$ cat config.mk
export PLATFORM = sky130hd
export DESIGN_NAME = seq_signed_mult_flat
export DESIGN_NICKNAME = d
export VERILOG_FILES = /design/src/rtl/seq_mult_pkg.sv /design/src/rtl/seq_signed_mult_if.sv /design/src/rtl/sign_mag_conv.sv /design/src/rtl/seq_signed_mult.sv /design/src/flat_wrapper.sv
export SDC_FILE = /design/constraint.sdc
export NUM_CORES = 1
export LEC_CHECK = 0
export BUFFER_PORTS_ARGS = -buffer_cell sky130_fd_sc_hd__buf_2
export CELL_PAD_IN_SITES_DETAIL_PLACEMENT = 1
export CELL_PAD_IN_SITES_GLOBAL_PLACEMENT = 1
export CORE_MARGIN = 2
export CORE_UTILIZATION = 40
export CTS_BUF_LIST = sky130_fd_sc_hd__clkbuf_16
export DETAILED_ROUTE_END_ITERATION = 7
export PLACE_DENSITY_LB_ADDON = 0.1
export SYNTH_ARGS = -nofsm -noshare
export SYNTH_HDL_FRONTEND = slang
export SYNTH_SLANG_ARGS = --single-unit
$ cat constraint.sdc
create_clock -name clk -period 2.8 [get_ports clk]
set_clock_uncertainty 0.15 [all_clocks]
set_input_delay 0.28 -clock clk [delete_from_list [all_inputs] [get_ports clk]]
set_output_delay 0.28 -clock clk [all_outputs]
set_load 0.1 [all_outputs]
$ cat src/rtl/seq_mult_pkg.sv
// Shared types and constants for the iterative signed multiplier.
// Holds the controller state encoding and the counter width helper.
package seq_mult_pkg;

   localparam int SEQ_N_DEF = 8;

   typedef enum logic [1:0] {
      IDLE,
      LOAD,
      MUL,
      FIX
   } state_t;

   function automatic int cnt_w(input int n);
      return $clog2(n);
   endfunction

endpackage

$ cat src/rtl/seq_signed_mult_if.sv
// Start/done handshake bundle between operand registers and multiplier.
// master drives operands and start; slave returns busy, done and product.
interface seq_signed_mult_if
   import seq_mult_pkg::*;
#(
   parameter int N = SEQ_N_DEF
) ();

   logic           start;
   logic [N-1:0]   a;
   logic [N-1:0]   b;
   logic           busy;
   logic           done;
   logic [2*N-1:0] p;

   modport master (
      output start,
      output a,
      output b,
      input  busy,
      input  done,
      input  p
   );

   modport slave (
      input  start,
      input  a,
      input  b,
      output busy,
      output done,
      output p
   );

endinterface

$ cat src/rtl/sign_mag_conv.sv
// Two's-complement to magnitude: invert by sign, then add the sign bit
// through a half-adder ripple so -2^(N-1) maps to 2^(N-1) unsigned.
module sign_mag_conv #(
   parameter int N = 8
) (
   input  logic [N-1:0] x,
   output logic [N-1:0] mag
);

   logic         s;
   logic [N-1:0] t;
   logic [N-1:0] c;

   assign s = x[N-1];

   always_comb begin
      t   = '0;
      c   = '0;
      mag = '0;
      c[0] = s;
      for (int i = 0; i < N; i++) begin
         t[i]   = x[i] ^ s;
         mag[i] = t[i] ^ c[i];
         if (i < N-1) begin
            c[i+1] = t[i] & c[i];
         end
      end
   end

endmodule

$ cat src/rtl/seq_signed_mult.sv
// Iterative signed multiplier: sign-magnitude shift-add over N cycles.
// Define SEQ_MULT_EARLY_TERM_EN to stop once the multiplier runs out of ones.
module seq_signed_mult
   import seq_mult_pkg::*;
#(
   parameter int N = SEQ_N_DEF
) (
   input logic              clk,
   input logic              reset_n,
   seq_signed_mult_if.slave bus
);

   localparam int CW = cnt_w(N);
   localparam int PW = 2*N;

   state_t state_q;
   state_t state_n;

   logic [N-1:0]  a_q;
   logic [N-1:0]  b_q;
   logic [N-1:0]  mag_a_c;
   logic [N-1:0]  mag_b_c;
   logic [N-1:0]  mag_a_q;
   logic [N-1:0]  mag_b_q;
   logic          neg_q;
   logic [PW-1:0] acc_q;
   logic [PW-1:0] addend;
   logic [PW-1:0] p_fix;
   logic [PW-1:0] p_q;
   logic [CW-1:0] cnt_q;
   logic          busy_q;
   logic          done_q;
   logic          accept;
   logic          last_it;

   sign_mag_conv #(.N(N)) u_conv_a (
      .x   (a_q),
      .mag (mag_a_c)
   );

   sign_mag_conv #(.N(N)) u_conv_b (
      .x   (b_q),
      .mag (mag_b_c)
   );

`ifdef SEQ_MULT_EARLY_TERM_EN
   // Shifted multiplier about to become zero: no further partial products.
   assign last_it = (cnt_q == CW'(N-1)) || (mag_b_q[N-1:1] == '0);
`else
   assign last_it = (cnt_q == CW'(N-1));
`endif

   assign addend = {{N{1'b0}}, mag_a_q} << cnt_q;
   assign p_fix  = neg_q ? (~acc_q + PW'(1)) : acc_q;

   always_comb begin
      state_n = state_q;
      accept  = 1'b0;
      unique case (state_q)
         IDLE: begin
            if (bus.start) begin
               accept  = 1'b1;
               state_n = LOAD;
            end
         end
         LOAD: state_n = MUL;
         MUL: begin
            if (last_it) begin
               state_n = FIX;
            end
         end
         FIX: state_n = IDLE;
         default: state_n = IDLE;
      endcase
   end

   always_ff @(posedge clk) begin
      if (!reset_n) begin
         state_q <= IDLE;
         a_q     <= '0;
         b_q     <= '0;
         mag_a_q <= '0;
         mag_b_q <= '0;
         neg_q   <= 1'b0;
         acc_q   <= '0;
         cnt_q   <= '0;
         p_q     <= '0;
         busy_q  <= 1'b0;
         done_q  <= 1'b0;
      end else begin
         state_q <= state_n;
         // Registered so busy covers the cycles after LOAD through FIX.
         busy_q  <= (state_n == MUL) || (state_n == FIX);
         done_q  <= 1'b0;
         case (state_q)
            IDLE: begin
               if (accept) begin
                  a_q <= bus.a;
                  b_q <= bus.b;
               end
            end
            LOAD: begin
               mag_a_q <= mag_a_c;
               mag_b_q <= mag_b_c;
               neg_q   <= a_q[N-1] ^ b_q[N-1];
               acc_q   <= '0;
               cnt_q   <= '0;
            end
            MUL: begin
               if (mag_b_q[0]) begin
                  acc_q <= acc_q + addend;
               end
               mag_b_q <= mag_b_q >> 1;
               cnt_q   <= cnt_q + CW'(1);
            end
            FIX: begin
               p_q    <= p_fix;
               done_q <= 1'b1;
            end
            default: ;
         endcase
      end
   end

   assign bus.busy = busy_q;
   assign bus.done = done_q;
   assign bus.p    = p_q;

endmodule
$ cat src/flat_wrapper.sv
// flat-port wrapper written by rule: the top's interface ports become plain ports
module seq_signed_mult_flat import seq_mult_pkg::*;
#(
   parameter int N = SEQ_N_DEF
)
  (clk, reset_n, bus_start, bus_a, bus_b, bus_busy, bus_done, bus_p);
  seq_signed_mult_if #(.N(N)) bus_i ();
  input logic clk;
  input logic reset_n;
  input wire logic [$bits(bus_i.start)-1:0] bus_start;
  input wire logic [$bits(bus_i.a)-1:0] bus_a;
  input wire logic [$bits(bus_i.b)-1:0] bus_b;
  output wire logic [$bits(bus_i.busy)-1:0] bus_busy;
  output wire logic [$bits(bus_i.done)-1:0] bus_done;
  output wire logic [$bits(bus_i.p)-1:0] bus_p;
  assign bus_i.start = bus_start;
  assign bus_i.a = bus_a;
  assign bus_i.b = bus_b;
  assign bus_busy = bus_i.busy;
  assign bus_done = bus_i.done;
  assign bus_p = bus_i.p;
  seq_signed_mult #(.N(N)) u_core (.clk(clk), .reset_n(reset_n), .bus(bus_i));
endmodule
After elaboration in Yosys (flattened, before gate mapping)
Cells that the tools add are included.
- register bits after elaboration: 72
- logic and storage cells: 82
- add/sub/neg operators: 3
- equal/unequal tests: 7
- shift-type cells: 1
- multiplexer cells: 11
- bitwise operators: 44
- reduce and logical (&&, ||, !) cells: 5
- operator list (kind ; count):
    $mux 16 ; 2
    $pmux 16 s2 ; 1
    $xor 1x1->1 ; 29
    $add 16x1->16 const B ; 1
    $add 16x16->16 ; 1
    $not 16->16 ; 1
    $pmux 8 s2 ; 1
    $shl 8x3->16 ; 1
    $and 1x1->1 ; 14
    $eq 2x2->1 const B ; 4
    $pmux 2 s4 ; 1
    $pmux 3 s2 ; 1
    $mux 2 ; 2
    $reduce_and 2->1 ; 2
    $add 3x1->3 const B ; 1
    $eq 3x3->1 const B ; 1
    $mux 1 ; 3
    $eq 2x1->1 const B ; 1
    $logic_not 2->1 ; 1
    $ne 2x1->1 const B ; 1
    $reduce_bool 2->1 ; 1
    $logic_or 1x1->1 ; 1

Depth between registers and ports, before layout
- depth in word-level cells: 9
- gate-level depth with buffers: 14
- gate-level depth less buffers: 12

Cells and area by module
From an unflattened synthesis, not the netlist that was laid out.
- cell total of the unflattened synthesis: 507
- area, all modules: 4260.3 um2
- modules (own cells, without submodules) (module ; instances ; cells each ; area each (um2) ; sequential area each (um2)):
    seq_signed_mult ; 1 ; 475 ; 3932.5 ; 1421.4
    sign_mag_conv ; 2 ; 16 ; 163.9 ; 0.0

Least setup slack after synthesis
OpenSTA, ideal clock, no wires.
- path type: register to register
- start: reg u_core.cnt_q[1]
- end: reg u_core.acc_q[10]
- library setup time: 0.123 ns
- arrival: 2.721 ns
- required time: 2.527 ns
- setup slack: -0.195 ns
- stages on the path, launching flop included: 13
- period minus slack after synthesis: 2.995 ns
- path through: dfxtp_1 -> clkbuf_1 -> clkbuf_1 -> mux2i_1 -> o22ai_1 -> and2_1 -> ha_1 -> nor2b_1 -> o211ai_1 -> a31oi_1 -> a311o_1 -> xnor2_1 -> o21ai_1
- longest elaborated chain between the ends: 4
- RTL lines (item ; RTL line ; text):
    start, declared ; seq_signed_mult.sv:30 ; logic [CW-1:0] cnt_q;
    start signal, assigned ; seq_signed_mult.sv:114 ; cnt_q <= cnt_q + CW'(1);
    $shl 8x3->16 ; seq_signed_mult.sv:53 ; assign addend = {{N{1'b0}}, mag_a_q} << cnt_q;
    $add 16x16->16 ; seq_signed_mult.sv:111 ; acc_q <= acc_q + addend;
    $mux 16 ; seq_signed_mult.sv:110 ; if (mag_b_q[0]) begin
    $pmux 16 s2 ; seq_signed_mult.sv:95 ; case (state_q)
    end signal, assigned ; seq_signed_mult.sv:111 ;
    end, declared ; seq_signed_mult.sv:26 ; logic [PW-1:0] acc_q;
No other way between the ends. The select of a mux whose other input is x is not followed.
A chain may end at the register's enable or synchronous reset.

Worst setup path in the final report
- start: reg u_core.cnt_q[1]
- end: reg u_core.acc_q[13]
The elaborated chain is that of the path after synthesis.

==> impl_metrics.json <==
{
  "status": "finished, final reports clean",
  "start_util_pct": 41.4,
  "fp.dieH_microns": 108,
  "synth.top_cells.by_area": "dfxtp_1, ha_1, nand2_1",
  "via_count_of_the_first_global_routing_pass": 3693,
  "num-fill-cells": 1229,
  "required_ns": 2.87,
  "synthesis.instances": 494,
  "synthesis.yosys.warnings": 0,
  "netlist.area_leader.share_pct": 33.0,
  "gp_congestion": 0.860,
  "worst_setup_hold_path_clk_slew_ns": 0.06,
  "power_density_nw_per_um2": 539,
  "setup_repair_after_global_routing_missed_its_margin": "true",
  "peakVddDrop_mv": 0.331,
  "startpoint_type_of_the_worst_setup_path": "flop",
  "seqCellArea_sq_um": 1430,
  "io_pins": 37,
  "post_synth_instance_area_sq_um": 4310,
  "skew_pair_late_insertion_delay_ns": 0.34,
  "antenna_left": 0,
  "clockBufferDepth": 2,
  "cts_buffers": 9,
  "combined_global_route_utilization_of_all_metal_layers_pct": 18.9,
  "tritoncts_clock_tree": "built",
  "post-route-min-period_ns": 2.69,
  "dp.cells": 659,
  "routedWlPerCell_microns": 15.5,
  "worstMarginPinSlew_ns": 0.644,
  "power_frac_seq_pct": 40.7,
  "power_report.internal_total_uw": 1970,
  "worst-r2r-setup-slack_ns": 0.11,
  "clkPwrFrac_pct": 39.3,
  "p_sw_uw": 853,
  "synth.ff_latch_count": 71,
  "grt.overflow.total": 0,
  "setup_viol": 0,
  "cp_max_fo": 7,
  "floorplan.die.width_microns": 108,
  "ys_async_sr_fraction_pct": 0,
  "worst_hold_check_path_type": "in -> reg",
  "utilization_pct": 50.4,
  "total_leakage_power_uw": 0.00235,
  "grt_pass1_wl_microns": 17500,
  "cts.htree.levels": 3,
  "pwr-share-comb_pct": 20.0,
  "avgViaCountPerCell": 5.28,
  "area_of_the_die_sq_um": 11600,
  "design.core.area_sq_um": 10400,
  "finalMaxSlewViolations": 0,
  "finalNetCount": 598,
  "timing.critical_path.to_type": "flop",
  "finalCritPeriodShare_pct": 96.2,
  "synth.net_count": 551,
  "drc": 0,
  "upper_clock_frequency_limit_mhz": 371,
  "number_of_antenna_cells_inserted": 0,
  "max-cap-violations": 0,
  "timing.critical_path.arrival_ns": 2.77,
  "grt_start_max_net_pins": 45,
  "routed_wirelength_microns": 10600,
  "cts_num_sinks": 71,
  "fraction_of_power_spent_switching_nets_pct": 30.2,
  "synth_cell_type_count": 48,
  "synth.avg_cell_area_sq_um": 8.73,
  "drive_gt1_share_pct": 22.2,
  "via_count": 3604,
  "rows": 37,
  "fin_hold_viols": 0,
  "detailed_place_hpwl_microns": 7710,
  "clock-root-buffer": "clkbuf_16",
  "finish.cell_count_without_fillers": 682,
  "antenna_violations_before_repair": 0,
  "relSlewSlack_pct": 57.1,
  "edff_count_synth": 0,
  "share_of_the_yosys_chip_area_belonging_to_registers_pct": 33.0,
  "area_of_the_multi_input_gates_sq_um": 2900,
  "quantity_of_i_o_buffers_inserted_on_ports": 36,
  "areaGrowthSynthToFinish_pct": 21.6,
  "postSynth.topFlopCell": "dfxtp_1",
  "drtIter0Drc": 134,
  "crit_type": "reg -> reg",
  "yosys.area.top_type": "dfxtp_1",
  "drt-pass1-iter-count": 4
}
==> routing by layer <==
| metal | routed length (microns) | track usage, % | share of wire, % |
|---|---|---|---|
| met1 | 4780 | 22.9 | 45 |
| met2 | 5320 | 33.1 | 50 |
| met3 | 273 | 3.63 | 2.6 |
| met4 | 183 | 6.96 | 1.7 |
| met5 | 0 | 0 | 0 |
==> flip-flops by register name, indices dropped and copies added (netlist names), 2 cells and up <==
name	count
u_core.state_q	2
u_core.acc_q	16
u_core.a_q	8
u_core.bus.p	16
u_core.mag_b_q	8
u_core.cnt_q	3
u_core.mag_a_q	8
u_core.b_q	8
==> cell type report <==
cell class | count | area share (%)
multi-input combinational | 381 | 55.3
sequential | 71 | 27.2
timing repair buffer | 66 | 7.94
clock buffer | 9 | 4.29
tap | 136 | 3.24
clock inverter | 7 | 1.12
inverter | 12 | 0.859
==> through the flow <==
stage / cell area (sq um) / setup TNS (ns) / hold WS (ns) / power (uW) / worst slack (ns)
final: 5250 / 0 / 0.0291 / 2820 / 0.106
after global routing: 5250 / -0.104 / 0.0305 / 2980 / -0.0490
after CTS: 5010 / -0.0191 / 0.0226 / 2850 / -0.0191
after detailed placement: 4720 / -0.281 / 0.306 / 1720 / -0.0742
after global placement: 4720 / 0 / 0.298 / 1710 / 0.0386
after floorplan: 4310 / 0 / 0.265 / 1590 / 0.00804
==> cell families (layout without fill, tap and decap cells) <==
kind of cell	count (synthesis)	after routing	synth area share, %
xor gates and xnor gates	42	42	8.53
adders and majority gates	38	38	11.2
and+or+nand+nor	150	150	16.3
muxes	29	29	6.88
AOI/OAI and AO/OA	122	122	20.3
buffers and inverters	42	94	3.77
DFF	71	71	33.0
==> power by group through the flow <==
stage          registers (uW)  clock network (uW)  logic, uW
2_1_floorplan            1260                   0        335
3_3_place_gp             1160                   0        541
3_5_place_dp             1170                   0        553
4_1_cts                  1150                1140        559
5_1_grt                  1160                1190        632
6_report                 1150                1110        566
==> worst max-delay path: stages, from the launching register on <==
cell,delay [ns]
dfxtp_4,0.42
buf_4,0.14
mux2i_2,0.22
mux2_2,0.22
o22ai_2,0.08
ha_1,0.35
buf_4,0.13
nand2_1,0.08
or3_1,0.38
o21ai_1,0.17
xnor2_1,0.14
o21ai_1,0.07
==> synth_stat cells, types with 2 or more instances <==
master    count
nand2_1      87
dfxtp_1      71
ha_1         37
xor2_1       31
clkbuf_1     26
mux2i_1      24
o211a_1      21
a21boi_1     19
o21ai_1      19
nor2b_1      18
a21oi_1      17
inv_1        11
nor2_1       11
xnor2_1      11
and2_1        9
o21ai_0       8
nand3_1       7
nand2b_1      6
a22oi_1       5
o211ai_1      5
o22ai_1       5
a31oi_1       4
mux2_2        4
o31ai_1       4
a21o_1        3
o21a_1        3
and3_1        2
buf_1         2
nand3b_1      2
nor3_1        2
nor4_2        2
or3_1         2
==> placed cells by master, fill, tap and decap left out, types with 8 or more instances in the layout <==
master / instances
a21boi_1: 19
a21oi_1: 13
and2_1: 8
buf_2: 36
buf_4: 28
clkbuf_16: 9
dfxtp_1: 68
ha_1: 32
inv_1: 15
mux2i_1: 21
nand2_1: 87
nor2_1: 11
nor2b_1: 17
o211a_1: 21
o21ai_1: 18
xnor2_1: 11
xor2_1: 31
==> what timing repair did <==
action | CTS | global route
setup buffers | 0 | 7
hold buffers | 0 | 0
resized for setup | 3 | 39
pin swaps | 1 | 14
setup endpoints to repair | 8 | 9
gates cloned | 0 | 0
==> worst paths after layout <==
| check | start | cells past startpoint | endpoint |
|---|---|---|---|
| worst max-delay path | u_core.cnt_q[1] | 11 | u_core.acc_q[13] |
| worst min-delay path | bus_a[3] | 3 | u_core.a_q[3] |
| worst max register to register | u_core.cnt_q[1] | 11 | u_core.acc_q[13] |
| worst min register to register | u_core.a_q[0] | 2 | u_core.a_q[0] |
(Power assumes the default switching activity.)
